`src/rtl/filt_unpack.sv`:
```
// Frame-to-word deserializer: buffers DEPTH wide filter frames and streams them out word 0 first.
// States: IDLE = FIFO empty, no word offered | STREAM = head frame slice idx offered on word_*.
module filt_unpack #(
  parameter int WIDTH  = 16,
  parameter int NWORDS = 6,
  parameter int DEPTH  = 2
) (
  input  logic                    clk,
  input  logic                    rst,
  input  logic                    frame_valid,
  input  logic [WIDTH*NWORDS-1:0] frame_data,
  input  logic [1:0]              frame_err,
  output logic                    frame_ready,
  output logic [WIDTH-1:0]        word_data,
  output logic                    word_valid,
  input  logic                    word_ready,
  output logic                    word_last,
  output logic [1:0]              word_err,
  output logic [7:0]              drop_cnt
);

  localparam int FW = WIDTH * NWORDS;
  localparam int PW = $clog2(DEPTH);
  localparam int CW = $clog2(DEPTH + 1);
  localparam int IW = (NWORDS > 1) ? $clog2(NWORDS) : 1;

  localparam logic [CW-1:0] FULL     = CW'(DEPTH);
  localparam logic [CW-1:0] C_ONE    = CW'(1);
  localparam logic [PW-1:0] P_ONE    = PW'(1);
  localparam logic [IW-1:0] I_ONE    = IW'(1);
  localparam logic [IW-1:0] LAST_IDX = IW'(NWORDS - 1);

  typedef enum logic {IDLE, STREAM} state_t;

  state_t                          state_q, state_d;
  logic [FW-1:0]                   data_mem [DEPTH];
  logic [1:0]                      err_mem  [DEPTH];
  logic [PW-1:0]                   wr_ptr_q, wr_ptr_d;
  logic [PW-1:0]                   rd_ptr_q, rd_ptr_d;
  logic [CW-1:0]                   count_q, count_d;
  logic [IW-1:0]                   idx_q, idx_d;
  logic [7:0]                      drop_q, drop_d;
  logic                            push, pop, hs, is_last;
  logic [NWORDS-1:0][WIDTH-1:0]    head_words;

  assign frame_ready = (count_q != FULL);
  assign push        = frame_valid && frame_ready;
  assign is_last     = (idx_q == LAST_IDX);
  assign hs          = (state_q == STREAM) && word_ready;
  assign pop         = hs && is_last;
  assign head_words  = data_mem[rd_ptr_q];
  assign drop_cnt    = drop_q;

  // Frame storage carries no reset; outputs are gated by the FSM while empty.
  always_ff @(posedge clk) begin
    if (push) begin
      data_mem[wr_ptr_q] <= frame_data;
      err_mem[wr_ptr_q]  <= frame_err;
    end
  end

  always_comb begin
    count_d  = count_q;
    wr_ptr_d = wr_ptr_q;
    rd_ptr_d = rd_ptr_q;
    idx_d    = idx_q;
    drop_d   = drop_q;
    case ({push, pop})
      2'b10:   count_d = count_q + C_ONE;
      2'b01:   count_d = count_q - C_ONE;
      default: count_d = count_q;
    endcase
    if (push) wr_ptr_d = wr_ptr_q + P_ONE;
    if (pop)  rd_ptr_d = rd_ptr_q + P_ONE;
    if (hs)   idx_d = is_last ? '0 : idx_q + I_ONE;
    if (frame_valid && !frame_ready && drop_q != 8'hFF) drop_d = drop_q + 8'd1;
  end

  always_comb begin
    state_d    = state_q;
    word_valid = 1'b0;
    word_last  = 1'b0;
    word_data  = '0;
    word_err   = '0;
    case (state_q)
      IDLE: begin
        if (push) state_d = STREAM;
      end
      STREAM: begin
        word_valid = 1'b1;
        word_data  = head_words[idx_q];
        word_last  = is_last;
        word_err   = err_mem[rd_ptr_q];
        if (count_d == '0) state_d = IDLE;
      end
      default: state_d = IDLE;
    endcase
  end

  always_ff @(posedge clk or negedge rst) begin
    if (!rst) begin
      state_q  <= IDLE;
      wr_ptr_q <= '0;
      rd_ptr_q <= '0;
      count_q  <= '0;
      idx_q    <= '0;
      drop_q   <= '0;
    end else begin
      state_q  <= state_d;
      wr_ptr_q <= wr_ptr_d;
      rd_ptr_q <= rd_ptr_d;
      count_q  <= count_d;
      idx_q    <= idx_d;
      drop_q   <= drop_d;
    end
  end

endmodule

```
`config.mk`:
```
export PLATFORM = sky130hd
export DESIGN_NAME = filt_unpack
export DESIGN_NICKNAME = d
export VERILOG_FILES = /design/src/rtl/filt_unpack.sv
export SDC_FILE = /design/constraint.sdc
export NUM_CORES = 1
export LEC_CHECK = 0
export CELL_PAD_IN_SITES_DETAIL_PLACEMENT = 1
export CELL_PAD_IN_SITES_GLOBAL_PLACEMENT = 1
export CORE_MARGIN = 2
export CORE_UTILIZATION = 49
export DETAILED_ROUTE_END_ITERATION = 10
export PLACE_DENSITY = 0.93
export SETUP_SLACK_MARGIN = 0.05
export SLEW_MARGIN = 20
export SYNTH_ARGS = -nofsm -noshare
export SYNTH_HDL_FRONTEND = slang
export SYNTH_SLANG_ARGS = --single-unit
export TNS_END_PERCENT = 5
```
`constraint.sdc`:
```
create_clock -name clk -period 9.1 [get_ports clk]
set_input_delay 1.82 -clock clk [delete_from_list [all_inputs] [get_ports clk]]
set_output_delay 1.82 -clock clk [all_outputs]
set_load 0.02 [all_outputs]
```
==> qor.yml <==
critical_path:
  cp-startpoint: "rd_ptr_q"
  path_cells: "buf_4 > mux2_2 > o22ai_1 > o31ai_1 > clkdlybuf4s50_1"
  critPathArrivalTime_ps: 3440
  endpoint_kind: "primary output"
  crit_type: "flip-flop to primary output"
  rr_startpoint: "count_q[0]"
  required_ps: 7280
  crit_path_top_delay_cell: "buf_4"
  worst_setup_path_start_kind: "flip-flop"
  max_stage_delay_ps: 800
  rr_endpoint: "data_mem[0][74]"
  rrSetupSlack_ps: 6280
  crit_fanout: 62
  r2r_cells: 4
placement:
  dpl_worst_slack_ps: 4360
  hpwlAfterDp_um: 13300
  postPlaceCellArea_um2: 9830
  portBuffers: 130
  place.gp.congestion: 0.791
power:
  worst_ir_drop_vdd_v: 0.000263
  p_per_area_nw_per_um2: 331
  p_leak_nw: 3.58
cells_and_area:
  ff_latch_area_um2: 6290
  syn2layout_area_growth_pct: 25.7
  num_antenna_cells: 0
  fin_area_um2: 10500
  n_fill_cell: 1432
  drive_gt1_share_pct: 15.3
  multiInputGateArea_um2: 1920
  nNetsFinal: 672
sta:
  whs_ps: 525
  rsz0062_at_grt: "no"
  setup_violations: 0
  fin_skew_ps: 11.8
  post-route-min-period_ps: 5260
  final-hold-violation-count: 0
  setup_ws_ps: 3840
  tns_ps: 0
  drv_slew: 0
  worstMarginPinSlew_ps: 1040
  max_freq_mhz: 190
  period_share_pct: 57.8
  slew_headroom_pct: 30.7
min_path:
  worstHoldStart: "drop_cnt[4]"
  hold_class: "flip-flop to flip-flop"
  holdPathStages: 1
  hold_path_end: "drop_cnt[4]"
clocking:
  numClockSinks: 212
  cts_tree: "built"
  cts.clk_slew.worst_paths_ps: 60
  ctsRootBufferMaster: "clkbuf_16"
  clockBufferDepth: 3
  numCtsBuffers: 23
  cts_resized: 0
  clk_latency_ps: 500
  htree_levels: 1
  holdBufCountCts: 0
  postCtsSetupBuffers: 0
global_route:
  grt_usage_pct: 22.4
  antenna_found_initial: 0
  first_global_vias: 5068
  grt_max_degree: 68
  grt_pass1_wl_um: 30500
  overflow: 0
yosys:
  synthMuxAreaShare_pct: 13.4
  synth-compound-area-share_pct: 4.09
  synth_cells: 429
  synthAdderAreaFrac_pct: 0.299
  syn-cell-area_um2: 8380
  synth_seq_area_share_pct: 75.0
  synth_top_family_by_area: "multiplexers"
  synthArstFlopShare_pct: 7.55
  synthSimpleGateAreaFrac_pct: 3.78
  synth_seq_cells: 212
  synth_xor_area_share_pct: 1.25
  syn_nets: 533
  ys_types: 44
  synth_area_per_cell_um2: 19.5
  ys.warnings.count: 0
  synth_ff_type: "edfxtp_1"
  synth_edf_count: 196
detailed_routing:
  drtIter0Drc: 306
  vias: 4572
  antenna_left: 0
  route.detailed.drc: 0
  dr.pass1.iters: 4
  wl_um: 19800
  drt-vias-per-instance: 5.69
  wl_per_cell_um: 24.7
die:
  boundaryPins: 131
  core-area_um2: 16600
  die_y_um: 135
  num_rows: 47
  dieArea_um2: 18200
  start_util_pct: 50.4
  die_w_um: 135
run:
  max-cap-violations: 0
outcome:
  outcome: "complete, no violations"
## layout by cell type (no fill, tap or decap), types with 8 or more instances in the layout
| master | count |
|---|---|
| edfxtp_1 | 196 |
| clkdlybuf4s50_1 | 130 |
| clkbuf_16 | 24 |
| mux2_2 | 23 |
| mux2i_1 | 20 |
| mux4_2 | 20 |
| nand2_1 | 18 |
| nor2_1 | 16 |
| dfrtp_1 | 14 |
| o22ai_1 | 11 |
| o31ai_1 | 10 |
| xnor2_1 | 9 |
| nand3_1 | 8 |
| mux4_1 | 8 |
## area by class of cell
class                      count  area share (%)
clock buffer                  28            5.84
clock inverter                12           0.902
inverter                       2          0.0712
multi-input combinational    195            18.2
sequential                   212            59.7
tap                          220            2.61
timing repair buffer         134            12.6
## sequential cells by signal, indices dropped and copies added (netlist names)
name	count
count_q	2
data_mem	192
drop_cnt	8
err_mem	4
idx_q	3
rd_ptr_q	1
state_q	1
wr_ptr_q	1
## worst max-delay path, delay by kind of cell (launching register included)
kind,cells,cell delay [ps]
flip-flops,1,540
buffers and inverters,2,1530
multiplexers,1,330
AO/OA/AOI/OAI,2,470
## where the power goes
part           internal [mW]  switching (mW)  total (mW)
registers               1.34           0.133        1.47
logic                  0.511           0.626        1.14
clock network          0.512           0.366       0.879
## worst max path at each step
stage                endpoint  cells past startpoint
4_1_cts         word_data[13]                      4
3_3_place_gp     word_data[0]                      5
6_report         word_data[2]                      5
2_1_floorplan  data_mem[0][0]                      2
5_1_grt          word_data[2]                      5
3_5_place_dp     word_data[2]                      5
## logic make-up (layout without fill, tap and decap cells)
logic type / Yosys count / count (layout)
flip-flops: 212 / 212
multiplexers: 71 / 71
AND/OR/NAND/NOR: 64 / 64
AO/OA/AOI/OAI: 46 / 46
buffers and inverters: 22 / 176
XOR/XNOR: 12 / 12
adder cells (fa/ha/maj): 2 / 2
## metrics by stage
| stage | power [mW] | instances | utilization, % |
|---|---|---|---|
| after floorplan | 2.22 | 429 | - |
| after global placement | 2.55 | 763 | 59.0 |
| after detailed placement | 2.63 | 763 | 59.0 |
| after CTS | 3.51 | 803 | 63.3 |
| after global routing | 3.63 | 803 | 63.3 |
| final | 3.48 | 803 | 63.3 |
## layer usage
metal / vias up / wire length, um / GRT usage [%] / share of wire (%)
met3: 44 / 943 / 3.45 / 4.8
met2: 154 / 10400 / 38.7 / 52
met5: - / 0 / 0 / 0
met4: 0 / 502 / 6.90 / 2.5
met1: 2350 / 7990 / 29.6 / 40
li1: 2024 / - / - / -
## synth_stat cells (3+ instances only)
| library cell | instances | share of area, % |
|---|---|---|
| dfrtp_1 | 16 | 4.8 |
| xnor2_1 | 9 | 0.94 |
| o31ai_1 | 10 | 0.90 |
| mux4_1 | 8 | 2.5 |
| xor2_1 | 3 | 0.31 |
| clkbuf_1 | 4 | 0.18 |
| mux4_2 | 20 | 5.4 |
| a21oi_1 | 4 | 0.24 |
| mux2_2 | 23 | 3.1 |
| buf_2 | 7 | 0.42 |
| o22ai_1 | 11 | 0.82 |
| a32o_1 | 4 | 0.48 |
| and3_1 | 3 | 0.22 |
| nand2b_1 | 3 | 0.22 |
| buf_12 | 3 | 0.72 |
| mux2i_1 | 20 | 2.4 |
| o21ai_0 | 4 | 0.24 |
| nand2_1 | 18 | 0.81 |
| nand3_1 | 8 | 0.48 |
| nor2_1 | 17 | 0.76 |
| edfxtp_1 | 196 | 70 |
| a22oi_1 | 4 | 0.36 |
Note: power is estimated with default switching activity, not from simulation.
